===== config.mk =====
export PLATFORM = sky130hd
export DESIGN_NAME = sap_clk_ctrl_flat
export DESIGN_NICKNAME = d
export VERILOG_FILES = /design/src/rtl/sap_clk_ctrl_if.sv /design/src/rtl/sap_clk_ctrl.sv /design/src/flat_wrapper.sv
export SDC_FILE = /design/constraint.sdc
export NUM_CORES = 1
export LEC_CHECK = 0
export BUFFER_PORTS_ARGS = -buffer_cell sky130_fd_sc_hd__clkbuf_2
export CAP_MARGIN = 15
export CORE_UTILIZATION = 33
export DETAILED_ROUTE_END_ITERATION = 12
export PLACE_DENSITY = 0.55
export SYNTH_ARGS = -nofsm -noshare
export SYNTH_HDL_FRONTEND = slang
export SYNTH_SLANG_ARGS = --single-unit

===== constraint.sdc =====
create_clock -name clk -period 5.75 [get_ports clk]
set_clock_uncertainty 0.05 [all_clocks]
set_input_delay 0.575 -clock clk [delete_from_list [all_inputs] [get_ports clk]]
set_output_delay 0.575 -clock clk [all_outputs]
set_load 0.02 [all_outputs]

===== src/rtl/sap_clk_ctrl_if.sv =====
// sap_clk_ctrl_if: control/status bundle between the board-side logic and the
// SAP clock controller. The master side drives rate, mode, button and halt
// request; the slave (the controller) returns tick and status flags.
interface sap_clk_ctrl_if #(
  parameter int SEL_W = 5
) ();
  logic [SEL_W-1:0] div_sel;
  logic             mode;
  logic             step_btn;
  logic             cpu_hlt;
  logic             tick;
  logic             running;
  logic             halted;
  logic             clk_mon;

  modport master (
    output div_sel, mode, step_btn, cpu_hlt,
    input  tick, running, halted, clk_mon
  );

  modport slave (
    input  div_sel, mode, step_btn, cpu_hlt,
    output tick, running, halted, clk_mon
  );
endinterface


===== src/rtl/sap_clk_ctrl.sv =====
// sap_clk_ctrl: single-clock-domain clock-enable generator for the SAP CPU.
// Free-run mode emits one tick every 2^min(div_sel,CNT_W) cycles; step mode
// emits one tick per debounced button press; cpu_hlt latches a sticky halt.
// Optional macro SAP_CLK_MON_EN adds clk_mon, a toggle-per-tick LED monitor;
// without it clk_mon is tied low.
module sap_clk_ctrl #(
  parameter int CNT_W = 24,
  parameter int SEL_W = 5,
  parameter int DB_W  = 16
) (
  input  logic          clk,
  input  logic          rst,
  sap_clk_ctrl_if.slave bus
);

  // S_INIT only exists for the first edge after reset, so the run/step choice
  // follows the mode input without a mode-dependent async reset value.
  typedef enum logic [2:0] {
    S_INIT,
    S_RUN,
    S_STEP_IDLE,
    S_STEP_WAIT_REL,
    S_HALTED
  } state_t;

  state_t           state;
  state_t           state_next;
  logic [CNT_W-1:0] count;
  logic [CNT_W-1:0] count_next;
  logic [CNT_W-1:0] reload;
  logic [SEL_W-1:0] div_sel;
  logic             tick_q;
  logic             tick_next;
  logic             running_q;
  logic             halted_q;

  logic             sync1;
  logic             sync2;
  logic             db;
  logic             db_prev;
  logic [DB_W-1:0]  db_cnt;
  logic             db_rise;

  assign div_sel = bus.div_sel;
  assign db_rise = db & ~db_prev;

  // Reload value 2^min(div_sel,CNT_W)-1: low bits set, saturating at all ones.
  always_comb begin
    reload = '0;
    for (int unsigned i = 0; i < CNT_W; i++) begin
      reload[i] = (i < 32'(div_sel));
    end
  end

  // Button synchronizer and debounce counter.
  always_ff @(posedge clk or posedge rst) begin
    if (rst) begin
      sync1   <= 1'b0;
      sync2   <= 1'b0;
      db      <= 1'b0;
      db_prev <= 1'b0;
      db_cnt  <= '0;
    end else begin
      sync1   <= bus.step_btn;
      sync2   <= sync1;
      db_prev <= db;
      if (sync2 == db) begin
        db_cnt <= '0;
      end else if (db_cnt == '1) begin
        db     <= sync2;
        db_cnt <= '0;
      end else begin
        db_cnt <= db_cnt + DB_W'(1);
      end
    end
  end

  // Next-state, prescaler and tick decode; cpu_hlt outranks everything.
  always_comb begin
    state_next = state;
    count_next = count;
    tick_next  = 1'b0;
    if (bus.cpu_hlt) begin
      state_next = S_HALTED;
      count_next = '0;
    end else begin
      case (state)
        S_INIT, S_RUN: begin
          if (bus.mode) begin
            state_next = S_STEP_IDLE;
            count_next = '0;
          end else begin
            state_next = S_RUN;
            if (count == '0) begin
              tick_next  = 1'b1;
              count_next = reload;
            end else begin
              count_next = count - CNT_W'(1);
            end
          end
        end
        S_STEP_IDLE: begin
          count_next = '0;
          if (!bus.mode) begin
            state_next = S_RUN;
            count_next = reload;
          end else if (db_rise) begin
            state_next = S_STEP_WAIT_REL;
            tick_next  = 1'b1;
          end
        end
        S_STEP_WAIT_REL: begin
          count_next = '0;
          if (!bus.mode) begin
            state_next = S_RUN;
            count_next = reload;
          end else if (!db) begin
            state_next = S_STEP_IDLE;
          end
        end
        S_HALTED: begin
          count_next = '0;
        end
        default: begin
          state_next = S_INIT;
          count_next = '0;
        end
      endcase
    end
  end

  // State, prescaler and registered outputs.
  always_ff @(posedge clk or posedge rst) begin
    if (rst) begin
      state     <= S_INIT;
      count     <= '0;
      tick_q    <= 1'b0;
      running_q <= 1'b0;
      halted_q  <= 1'b0;
    end else begin
      state     <= state_next;
      count     <= count_next;
      tick_q    <= tick_next;
      running_q <= (state_next == S_RUN);
      halted_q  <= (state_next == S_HALTED);
    end
  end

  assign bus.tick    = tick_q;
  assign bus.running = running_q;
  assign bus.halted  = halted_q;

`ifdef SAP_CLK_MON_EN
  logic mon_q;

  // Toggle once per issued tick; no ticks while halted, so it freezes there.
  always_ff @(posedge clk or posedge rst) begin
    if (rst) begin
      mon_q <= 1'b0;
    end else begin
      mon_q <= mon_q ^ tick_q;
    end
  end

  assign bus.clk_mon = mon_q;
`else
  assign bus.clk_mon = 1'b0;
`endif

endmodule

===== src/flat_wrapper.sv =====
// flat-port wrapper written by rule: the top's interface ports become plain ports
module sap_clk_ctrl_flat 
#(
  parameter int CNT_W = 24,
  parameter int SEL_W = 5,
  parameter int DB_W  = 16
)
  (clk, rst, bus_div_sel, bus_mode, bus_step_btn, bus_cpu_hlt, bus_tick, bus_running, bus_halted, bus_clk_mon);
  sap_clk_ctrl_if #(.SEL_W(SEL_W)) bus_i ();
  input  logic clk;
  input  logic rst;
  input wire logic [$bits(bus_i.div_sel)-1:0] bus_div_sel;
  input wire logic [$bits(bus_i.mode)-1:0] bus_mode;
  input wire logic [$bits(bus_i.step_btn)-1:0] bus_step_btn;
  input wire logic [$bits(bus_i.cpu_hlt)-1:0] bus_cpu_hlt;
  output wire logic [$bits(bus_i.tick)-1:0] bus_tick;
  output wire logic [$bits(bus_i.running)-1:0] bus_running;
  output wire logic [$bits(bus_i.halted)-1:0] bus_halted;
  output wire logic [$bits(bus_i.clk_mon)-1:0] bus_clk_mon;
  assign bus_i.div_sel = bus_div_sel;
  assign bus_i.mode = bus_mode;
  assign bus_i.step_btn = bus_step_btn;
  assign bus_i.cpu_hlt = bus_cpu_hlt;
  assign bus_tick = bus_i.tick;
  assign bus_running = bus_i.running;
  assign bus_halted = bus_i.halted;
  assign bus_clk_mon = bus_i.clk_mon;
  sap_clk_ctrl #(.CNT_W(CNT_W), .SEL_W(SEL_W), .DB_W(DB_W)) u_core (.clk(clk), .rst(rst), .bus(bus_i));
endmodule

# After elaboration in Yosys (flattened, before gate mapping)
# Index checks and enable logic that the tools add are counted.
[totals]
register_bits = 50
inputBits = 10
output_inout_bits = 4
word_cells = 72
[classes]
n_addsub = 2
order_cmp = 24
n_eq_ne = 8
n_mux = 20
bitwise_logic = 3
reduce_logical = 5
[op_table]
columns = ["op", "n"]
rows = [
  ["$mux W24", 4],
  ["$pmux W24 S2", 1],
  ["$lt A4 B5 Y1 const A", 8],
  ["$lt A5 B5 Y1 const A", 8],
  ["$mux W16", 2],
  ["$logic_not A24 Y1", 1],
  ["$sub A24 B1 Y24 const B", 1],
  ["$lt A3 B5 Y1 const A", 4],
  ["$add A16 B1 Y16 const B", 1],
  ["$eq A16 B16 Y1 const B", 1],
  ["$mux W3", 5],
  ["$pmux W3 S4", 1],
  ["$lt A1 B5 Y1 const A", 2],
  ["$lt A2 B5 Y1 const A", 2],
  ["$eq A3 B1 Y1 const B", 2],
  ["$eq A3 B2 Y1 const B", 2],
  ["$eq A3 B3 Y1 const B", 2],
  ["$mux W1", 5],
  ["$reduce_or A2 Y1", 2],
  ["$logic_not A3 Y1", 1],
  ["$mux W2", 1],
  ["$not A1 Y1", 2],
  ["$pmux W1 S2", 1],
  ["$reduce_and A2 Y1", 1],
  ["2 further kinds", 2],
]

# Longest topological paths before layout
# Gate-level depths: netlist of run 1.
[logic_depth]
word_depth = 7
ltp_mapped = 7
depth_no_buf = 7

# Worst setup path after synthesis of run 1
# Ideal clock, no wire load.
[synth_timing]
path_kind = "reg2reg"
from = "register u_core.count[14]"
to = "register u_core.count[20]"
setup_time_ns = 0.119
arrival_time_ns = 2.093
setup_slack_ns = 3.488
stages_incl_launch_ff = 7
path_buffers = 1
cell_sequence = "dfrtp_1 -> or4_1 -> buf_2 -> or4_4 -> o21ai_4 -> a22oi_1 -> o21a_1"
[synth_via]
elab_chain_cells = 5
elab_cells_between_ends = 6
classes_between = "add/sub (1); mux (4); reduce/logical (1)"
[synth_lines]
columns = ["element", "line_no", "text"]
rows = [
  ["from (decl)", "sap_clk_ctrl.sv:28", "logic [CNT_W-1:0] count;"],
  ["from (signal assigned)", "sap_clk_ctrl.sv:142", "count <= count_next;"],
  ["$sub A24 B1 Y24 or $logic_not A24 Y1 (tied branches)", "sap_clk_ctrl.sv:98, sap_clk_ctrl.sv:94", ""],
  ["$mux W24 *", "sap_clk_ctrl.sv:94", "if (count == '0) begin"],
  ["$mux W24 *", "sap_clk_ctrl.sv:89", "if (bus.mode) begin"],
  ["$pmux W24 S2 *", "sap_clk_ctrl.sv:87", "case (state)"],
  ["$mux W24 *", "sap_clk_ctrl.sv:83", "if (bus.cpu_hlt) begin"],
  ["via u_core.count_next[20]", "sap_clk_ctrl.sv:29", "logic [CNT_W-1:0] count_next;"],
]
# Mark *: on every way through the listed nets, which the timed path passes. The rest lies on a longest branch.
# A chain may end at the register's enable or synchronous reset.

# Worst setup path in the final report of run 1
[layout_timing]
from = "register u_core.count[14]"
to = "register u_core.count[11]"
[layout_via]
elab_chain_cells = 5
[layout_lines]
columns = ["element", "line_no"]
rows = [
  ["$logic_not A24 Y1", "sap_clk_ctrl.sv:94"],
  ["$mux W24", "sap_clk_ctrl.sv:94"],
  ["$mux W24", "sap_clk_ctrl.sv:89"],
  ["$pmux W24 S2", "sap_clk_ctrl.sv:87"],
  ["$mux W24", "sap_clk_ctrl.sv:83"],
  ["via u_core.count_next[11]", "sap_clk_ctrl.sv:29"],
]
# The timed path passes the listed nets, and every way through them passes these cells.

==> out/results.ini, run 1 <==
[clock_tree]
cts_tree = built
hold_buffers = 0
clk_transition_reported_paths_ps = 100
htree_levels = 2
clockBufferDepth = 2
clock_latency_ps = 310
root_buffer = clkbuf_8
cts_buffers = 5
ctsResizeCount = 0
post-cts-setup-buffers = 0
clkSinkCount = 50

[placement]
io_buffer_count = 12
dp.cells = 399
post-dp-hpwl_mm = 4.39
dp_slack_ps = 3010
routabilityCongestion = 0.833

[synthesis]
seq_area_frac_synth_pct = 45.4
synth_top_family_by_area = simple AND/OR/NAND/NOR gates
ys_dominant_reg_cell = dfrtp_1
synth-seq-cells = 50
synth_edf_count = 0
synth_compound_area_share_pct = 14.8
syn_nets = 310
synth_cell_types = 54
synth_area_um2 = 2760
synth.avg_cell_area_um2 = 9.28
synthXorXnorAreaFrac_pct = 9.85
synthSimpleGateAreaFrac_pct = 23.5
syn_inst = 297
synthAdderAreaFrac_pct = 1.36
synth_mux_area_share_pct = 1.18
yosys_warnings = 0
async_reset_ff_share_pct = 100

[grt]
grt_pass1_wl_mm = 10.4
grt-ovfl-total = 0
grt_max_degree = 51
grt_pass1_vias = 2094
antenna_found_initial = 0
grt_usage_pct = 15.4

[sta]
rsz0062_at_grt = no
min_period_ps = 2760
clock.fmax_mhz = 363
tns_ps = 0
slew_headroom_pct = 45.3
min_period_over_period_pct = 47.9
finalHoldViolCount = 0
tightestPinTransition_ps = 821
worst_slack_ps = 2990
slew_viol_final = 0
finalSetupViolations = 0

[floorplanning]
die_y_um = 93.4
die_w_um = 93.4
start_util_pct = 34.9
core_area_um2 = 7890
rows = 32
die_area_um2 = 8720
ioPinCount = 14

[drt]
ant_nets = 0
drcViolationCount = 0
dr.pass1.iters = 4
wl_mm = 6.28
first_iter_violations = 147
vias = 2205
route.detailed.wl_per_inst_um = 15.4
routed_via_density = 5.40

[power_and_ir_drop]
power_leakage_uw = 0.00140
powerDensity_nw_per_um2 = 206
irDropWorstVdd_v = 0.0000891

[worst_setup_path]
cp-end-kind = flop
r2r_slack_ps = 2990
reg2reg_from = u_core.count[14]$_DFF_PP0_
crit_fanout = 15
r2r-end = u_core.count[11]$_DFF_PP0_
crit_type = flop to flop
arrival_ps = 2890
cp_cell_sequence = or4_1 > or4_4 > o21ai_2 > a221o_1 > a21oi_1
cp-start-kind = flop
critical-path-slowest-cell = or4_1
max_stage_delay_ps = 680
rr_worst_depth = 5
crit_required_ps = 5890

[layout]
nets = 318
layoutNonFillerInstCount = 408
synthToLayoutAreaGrowth_pct = 9.26
n_antenna_cell = 0
drive_above_1_share_pct = 10.8

[outcome]
status = completed

[run]
cap_violations = 0

[min_path]
hold_class = input port to async pin

==> worst max-delay path, delay by kind of cell, from the launching register on <==
family             cells  cell delay [ps]
DFF                    1              410
and+or+nand+nor        2             1260
AOI/OAI and AO/OA      3              930
==> state kept, by name, indices dropped and copies added, names as in the netlist <==
signal / cells
u_core.state: 3
u_core.bus.halted: 1
u_core.bus.running: 1
u_core.sync1: 1
u_core.count: 24
u_core.sync2: 1
u_core.db_prev: 1
u_core.db: 1
u_core.bus.tick: 1
u_core.db_cnt: 16
==> cells in the mapped netlist (all sizes together), types with 3 or more instances <==
cell type   n  area [um^2]
or4         5         41.3
nand3      15         80.1
xnor2      17          149
and3        3         18.8
a211oi      5         37.5
buf         4         25.0
o21ai      12         75.1
nand4       6         37.5
dfrtp      50         1250
nor2       42          158
nand2      10         45.0
ha          3         37.5
nor3       11         55.1
a21o        3         22.5
o22ai      12         75.1
xor2       14          123
inv        11         41.3
nor3b       3         22.5
or3         7         43.8
clkbuf      9         33.8
nor4        7         56.3
a21oi      17         85.1
==> routing by layer <==
layer	part of all wire [%]	GRT usage [%]	up-vias
met4	1.3	4.87	0
li1	-	-	1078
met2	48	24.7	40
met5	0	0	-
met3	3.4	2.68	7
met1	47	21.1	1080
==> worst max-delay path by stage <==
stage                                     from                    endpoint  slack (ps)  depth (start not counted)
detailed placement  u_core.count[14]$_DFF_PP0_  u_core.count[11]$_DFF_PP0_        3010                          5
CTS                 u_core.count[14]$_DFF_PP0_  u_core.count[11]$_DFF_PP0_        3000                          5
finish              u_core.count[14]$_DFF_PP0_  u_core.count[11]$_DFF_PP0_        2990                          5
floorplan           u_core.count[14]$_DFF_PP0_  u_core.count[20]$_DFF_PP0_        3490                          6
global placement    u_core.count[14]$_DFF_PP0_  u_core.count[11]$_DFF_PP0_        3030                          5
global route        u_core.count[11]$_DFF_PP0_  u_core.count[11]$_DFF_PP0_        2840                          5
==> final cells by class <==
cell class                      instances  area [um^2]
Timing Repair Buffer                   14         87.6
Fill cell                             791         4880
Inverter                               12         45.0
Tap cell                              102          128
Clock inverter                          2         16.3
Sequential cell                        50         1250
Clock buffer                            6         82.6
Multi-Input combinational cell        222         1400
==> kinds of logic after synthesis <==
logic type,count (synthesis)
AO/OA/AOI/OAI,63
XOR/XNOR,31
adder cells (fa/ha/maj),3
buffers and inverters,25
flip-flops,50
multiplexers,3
other,1
AND/OR/NAND/NOR,121
==> power by group <==
part           internal [uW]  leakage, uW  switching, uW
logic                   11.7     0.000672           26.2
registers                354     0.000681           2.03
clock network           99.3    0.0000478            126
total                    465      0.00140            154
==> stage by stage <==
step	total power (uW)	instance area (um^2)	hold WS [ps]	util [%]
after floorplan	387	2760	281	-
after global placement	399	2890	282	36.7
after detailed placement	400	2890	285	36.7
after CTS	626	2990	309	37.9
after global routing	644	3010	279	38.2
final	619	3010	232	38.2
==> cell usage in the layout, fill, tap and decap left out, types with 2 or more instances in the layout <==
master,Yosys,final
a21oi_1,17,17
ha_1,3,3
nor3_1,11,11
and3_1,3,3
or4_1,4,4
nand4_1,6,6
nor3b_1,3,3
xor2_1,14,14
nand2_1,9,9
a21boi_0,2,2
inv_1,11,10
nand2b_1,2,2
nor2b_1,2,2
xnor2_1,17,17
or3_1,7,7
nand4b_1,2,2
a21o_1,3,3
o21ai_0,8,8
o22ai_1,12,12
o21a_1,2,2
clkbuf_8,0,6
clkbuf_2,0,12
dfrtp_1,50,50
nor4_2,2,2
nand3_1,14,14
nor4_1,5,5
a211oi_1,5,5
and4_1,2,2
mux2_2,2,2
nor2_1,42,42
o21ai_1,2,2
No activity file was read; power rests on OpenSTA's default activity.
==> inputs of run 2 (changes only) <==
--- a/config.mk
+++ b/config.mk
@@ -9,7 +9,7 @@
 export CAP_MARGIN = 15
 export CORE_UTILIZATION = 33
 export DETAILED_ROUTE_END_ITERATION = 12
-export PLACE_DENSITY = 0.55
+export PLACE_DENSITY = 0.57
 export SYNTH_ARGS = -nofsm -noshare
 export SYNTH_HDL_FRONTEND = slang
 export SYNTH_SLANG_ARGS = --single-unit
==> constraint.sdc (replaced) <==
create_clock -name clk -period 2.3 [get_ports clk]
set_clock_uncertainty 0.05 [all_clocks]
set_input_delay 0.23 -clock clk [delete_from_list [all_inputs] [get_ports clk]]
set_output_delay 0.23 -clock clk [all_outputs]
set_load 0.02 [all_outputs]
==> run 2 against run 1 <==
Sequential cell count stayed put. Sequential share of layout area is 2.4 points lower. Die area stayed put. Sequential power grew to 2.5 times the previous value. Cell area is 6.0% higher. Critical path type unchanged. Global-route usage is 0.42 points higher. Non-clock buffer count is 18 higher. Worst hold slack worse by 220 ps. Clock power grew to 2.9 times the previous value. Core utilization is 2.3 points higher.
==> out/results.ini, run 2 (synthesis results as in run 1) <==
[clock_tree]
cts_buffers = 5  ; unchanged
cts_tree = built
htree_levels = 2  ; unchanged
clkSinkCount = 50  ; unchanged
clock_latency_ps = 310  ; about the same
post-cts-setup-buffers = 0  ; unchanged
clk_transition_reported_paths_ps = 100  ; about the same
root_buffer = clkbuf_8
clockBufferDepth = 2  ; unchanged

[worst_setup_path]
arrival_ps = 2370  ; -520 ps
critical-path-slowest-cell = or4_4
cp-end-kind = flop
rr_worst_depth = 5  ; unchanged
crit_type = flop to flop
cp-start-kind = flop
crit_required_ps = 2460  ; -3430 ps
max_stage_delay_ps = 540  ; -140 ps
reg2reg_from = u_core.count[14]$_DFF_PP0_
cpMostUsedCell = or4_4
crit_fanout = 5  ; -10
r2r_slack_ps = 80  ; -2910 ps
r2r-end = u_core.count[20]$_DFF_PP0_
cp_cell_sequence = or4_4 > or4_4 > o21ai_4 > a22oi_1 > o21a_1

[grt]
grt_usage_pct = 15.8  ; +0.42 points
grt_pass1_vias = 2244  ; +7.2%
grt_pass1_wl_mm = 10.8  ; +3.0%
antenna_found_initial = 0  ; unchanged
grt-ovfl-total = 0  ; unchanged
grt_max_degree = 51  ; unchanged

[placement]
post-dp-hpwl_mm = 4.51  ; +2.7%
io_buffer_count = 12  ; unchanged
routabilityCongestion = 0.833  ; about the same

[floorplanning]
core_area_um2 = 7890  ; unchanged
die_w_um = 93.4  ; unchanged
rows = 32  ; unchanged
ioPinCount = 14  ; unchanged
die_area_um2 = 8720  ; unchanged
die_y_um = 93.4  ; unchanged
start_util_pct = 34.9  ; unchanged

[run]
cap_violations = 0  ; unchanged

[drt]
first_iter_violations = 125  ; -15%
vias = 2252  ; +2.1%
ant_nets = 0  ; unchanged
routed_via_density = 5.29  ; -2.2%
route.detailed.wl_per_inst_um = 14.9  ; -3.1%
drcViolationCount = 0  ; unchanged
wl_mm = 6.35  ; +1.1%
dr.pass1.iters = 4  ; unchanged

[layout]
largest_register_ffs = 24  ; unchanged
largest_register = u_core.count
n_antenna_cell = 0  ; unchanged
nets = 336  ; +5.7%
drive_above_1_share_pct = 16.7  ; +5.9 points
multiInputGateArea_um2 = 1430  ; +1.9%
synthToLayoutAreaGrowth_pct = 15.8
top_regs = u_core.count: 24 flops, u_core.db_cnt: 16 flops, u_core.state: 3 flops
final_cell_mix = dfrtp_1, nor2_1, buf_4, xnor2_1, a21oi_1
fillCellCount = 796  ; +0.63%
seq_area_um2 = 1250  ; unchanged
final_common_cell = dfrtp_1

[sta]
tns_ps = 0  ; unchanged
min_period_ps = 2220  ; -540 ps
finalSetupViolations = 0  ; unchanged
slew_headroom_pct = 57.3  ; +12 points
finalHoldViolCount = 0  ; unchanged
slew_viol_final = 0  ; unchanged
tightestPinTransition_ps = 640  ; -180 ps
holdWs_ps = 11.4  ; -220 ps
clock.fmax_mhz = 451  ; +24%
min_period_over_period_pct = 96.3  ; +48 points

[power_and_ir_drop]
power_leakage_uw = 0.00151  ; +8.2%
powerDensity_nw_per_um2 = 513  ; +150%
irDropWorstVdd_v = 0.000280  ; +210%

[min_path]
hold_class = input port to async pin

[outcome]
status = completed

[run 2: layer usage]
layer | part of all wire, % | vias up | GRT usage [%]
li1 | - | 1113 | -
met1 | 48 | 1091 | 22.1
met2 | 48 | 37 | 24.3
met3 | 2.4 | 11 | 2.76
met4 | 1.7 | 0 | 6.15
met5 | 0 | - | 0
[run 2: cell type report]
class / count / share of cell area (%)
clock inverters: 3 / 1.49
clock buffers: 5 / 2.16
well taps: 102 / 4.00
multi-input cells: 222 / 44.7
flip-flops and latches: 50 / 39.2
repair buffers: 32 / 7.05
inverters: 12 / 1.41
[run 2: worst max-delay path by stage]
stage / cells after the start / to / start / slack (ps)
2_1_floorplan: 6 / u_core.count[20]$_DFF_PP0_ / u_core.count[14]$_DFF_PP0_ / 40
3_3_place_gp: 5 / u_core.count[20]$_DFF_PP0_ / u_core.count[14]$_DFF_PP0_ / 100
3_5_place_dp: 5 / u_core.count[20]$_DFF_PP0_ / u_core.count[14]$_DFF_PP0_ / 70
4_1_cts: 5 / u_core.count[20]$_DFF_PP0_ / u_core.count[14]$_DFF_PP0_ / 50
5_1_grt: 5 / u_core.count[20]$_DFF_PP0_ / u_core.count[11]$_DFF_PP0_ / -10
6_report: 5 / u_core.count[20]$_DFF_PP0_ / u_core.count[14]$_DFF_PP0_ / 80
[run 2: worst max-delay path: cells and delay by family (launching register included)]
family / cells / cell delay [ps]
and+or+nand+nor: 2 / 1080
AOI/OAI and AO/OA: 3 / 590
DFF: 1 / 390
[run 2: where the power goes]
group	internal [uW]	switching [uW]
Sequential	884	5.25
Clock	332	322
Combinational	29.3	66.3
Total	1250	394
[run 2: what timing repair did]
item / in CTS / in global routing
endpoints found under the hold margin: 1 / 0
endpoints found under the setup margin: 0 / 9
resized for setup: 0 / 5
hold buffers: 1 / 0
[run 2: through the flow]
step | util (%) | power, uW | setup WS [ps] | instances | cell area [um^2]
after detailed placement | 38.5 | 1000 | 68.6 | 417 | 3040
after CTS | 40.1 | 1660 | 54.2 | 426 | 3170
final | 40.5 | 1640 | 84.5 | 426 | 3190
after floorplan | - | 967 | 38.1 | 297 | 2760
after global routing | 40.5 | 1710 | -12.8 | 426 | 3190
after global placement | 38.5 | 1000 | 103 | 417 | 3040
==> inputs of run 3 (changes only) <==
--- a/config.mk
+++ b/config.mk
@@ -9,7 +9,7 @@
 export CAP_MARGIN = 15
 export CORE_UTILIZATION = 33
 export DETAILED_ROUTE_END_ITERATION = 12
-export PLACE_DENSITY = 0.57
+export PLACE_DENSITY = 0.52
 export SYNTH_ARGS = -nofsm -noshare
 export SYNTH_HDL_FRONTEND = slang
 export SYNTH_SLANG_ARGS = --single-unit
==> run 3 against run 2 <==
Final cell count unchanged. Die area unchanged. Register-to-register slack about the same. Sequential cell count unchanged. Combinational power up 5%. Sequential power about the same. Highest routed layer unchanged. Worst hold slack better by 120 ps. Count of clock-buffer cells in the layout unchanged.
==> out/results.ini, run 3 (synthesis results as in run 1) <==
[grt]
antenna_found_initial = 0  ; unchanged
grt_pass1_wl_mm = 11.1  ; +2.9%
grt-ovfl-total = 0  ; unchanged
grt_pass1_vias = 2248  ; +0.18%
grt_usage_pct = 16.3  ; +0.52 points
grt_max_degree = 29  ; -43%

[drt]
routed_via_density = 5.38  ; +1.9%
first_iter_violations = 140  ; +12%
wl_mm = 6.60  ; +3.9%
route.detailed.wl_per_inst_um = 15.5  ; +3.9%
ant_nets = 0  ; unchanged
drcViolationCount = 0  ; unchanged
dr.pass1.iters = 4  ; unchanged
vias = 2294  ; +1.9%

[sta]
min_period_over_period_pct = 96.7  ; +0.36 points
rsz0062_at_grt = no
finalHoldViolCount = 0  ; unchanged
tightestPinTransition_ps = 506  ; -135 ps
tns_ps = 0  ; unchanged
finalSetupViolations = 0  ; unchanged
slew_viol_final = 0  ; unchanged
min_period_ps = 2220  ; +8.24 ps
slew_headroom_pct = 66.2  ; +8.9 points
clock.fmax_mhz = 450  ; -0.37%

[worst_setup_path]
arrival_ps = 2360  ; about the same
r2r-end = u_core.count[13]$_DFF_PP0_
critPathBufInv = 1  ; +1
crit_family = simple AND/OR/NAND/NOR gates
cp.depth = 5  ; unchanged
crit_required_ps = 2430  ; -30 ps
cp-end-kind = flop
cpMostUsedCell = or4_4
r2r_slack_ps = 80  ; about the same
crit_fanout = 4  ; -1
critical-path-slowest-cell = or4_4
cp-start-kind = flop
crit_type = flop to flop
setup.worst_path.end = u_core.count[13]$_DFF_PP0_
cp_cell_sequence = or4_4 > or4_4 > o21ai_2 > buf_4 > o22ai_1
critPathLaunch = u_core.count[14]$_DFF_PP0_
rr_worst_depth = 5  ; unchanged
max_stage_delay_ps = 550  ; about the same
reg2reg_from = u_core.count[14]$_DFF_PP0_

[layout]
stdcell_area_um2 = 3180  ; -0.39%
n_antenna_cell = 0  ; unchanged
nets = 336  ; unchanged
largest_register_ffs = 24  ; unchanged
final_core_util_pct = 40.3  ; -0.16 points
top_regs = u_core.count: 24 flops, u_core.db_cnt: 16 flops, u_core.state: 3 flops
synthToLayoutAreaGrowth_pct = 15.4
layoutNonFillerInstCount = 426  ; unchanged
final_common_cell = dfrtp_1
drive_above_1_share_pct = 16.4  ; -0.31 points
fillCellCount = 784  ; -1.5%
largest_register = u_core.count
final_cell_mix = dfrtp_1, nor2_1, xnor2_1, a21oi_1, buf_4

[power_and_ir_drop]
irDropWorstVdd_v = 0.000290  ; +3.6%
power_leakage_uw = 0.00150  ; -0.92%
power_uw = 1550  ; -5.4%
powerDensity_nw_per_um2 = 488  ; -5.1%

[clock_tree]
root_buffer = clkbuf_8
clock_latency_ps = 320  ; about the same
cts_buffers = 5  ; unchanged
clockBufferDepth = 2  ; unchanged
htree_levels = 2  ; unchanged
clk_transition_reported_paths_ps = 100  ; about the same
clkSinkCount = 50  ; unchanged
cts_tree = built

[floorplanning]
die_area_um2 = 8720  ; unchanged
die_w_um = 93.4  ; unchanged
die_y_um = 93.4  ; unchanged
core_area_um2 = 7890  ; unchanged
start_util_pct = 34.9  ; unchanged
ioPinCount = 14  ; unchanged
rows = 32  ; unchanged

[placement]
post-dp-hpwl_mm = 4.69  ; +4.1%
io_buffer_count = 12  ; unchanged
routabilityCongestion = 0.834  ; about the same
dpl_cell_area_um2 = 3030  ; -0.25%
dp.cells = 416  ; -0.24%

[outcome]
status = completed

[min_path]
hold_class = input port to flop

[run]
cap_violations = 0  ; unchanged

## run 3: what timing repair did
item                                   4_1_cts  5_1_grt
hold buffers                                 2        0
setup endpoints to repair                    0        6
gates resized for setup                      0        5
endpoints found under the hold margin       23        0
setup buffers                                0        0
## run 3: how the worst min path moves through the flow
stage	startpoint	endpoint	slack (ps)	cells after the start
2_1_floorplan	bus_step_btn	u_core.sync1$_DFF_PP0_	210	0
3_3_place_gp	rst	u_core.db_cnt[11]$_DFF_PP0_	230	2
3_5_place_dp	rst	u_core.db_cnt[11]$_DFF_PP0_	230	2
4_1_cts	bus_cpu_hlt	u_core.bus.tick$_DFF_PP0_	110	2
5_1_grt	bus_cpu_hlt	u_core.bus.tick$_DFF_PP0_	130	2
6_report	bus_cpu_hlt	u_core.bus.tick$_DFF_PP0_	130	2
## run 3: layout make-up
class | instances | area, um^2 | area share, %
clock buffers | 5 | 68.8 | 2.16
repair buffers | 32 | 228 | 7.16
well taps | 102 | 128 | 4.01
inverters | 12 | 45.0 | 1.42
clock inverters | 3 | 28.8 | 0.905
flip-flops and latches | 50 | 1250 | 39.3
multi-input cells | 222 | 1430 | 45.0
## run 3: worst register-to-register path, stage by stage (launching register included)
cell	delay, ps
dfrtp_1	410
or4_4	550
or4_4	550
o21ai_2	270
buf_4	180
o22ai_1	100
## run 3: stage by stage
stage	setup WS, ps	hold slack (ps)
final	76.2	133
after global routing	12.4	132
after CTS	55.5	114
after detailed placement	85.4	228
after global placement	106	233
after floorplan	38.1	211
## run 3: metal layers
metal | share of wire (%) | global-route usage, %
met4 | 2.1 | 5.51
met1 | 48 | 23.2
met5 | 0 | 0
met2 | 46 | 25.2
met3 | 4.1 | 2.52
## run 3: power by group
group          total, uW  switching [uW]  internal (uW)
sequential           890            5.26            884
combinational        100            67.3           32.9
clock                561             335            226
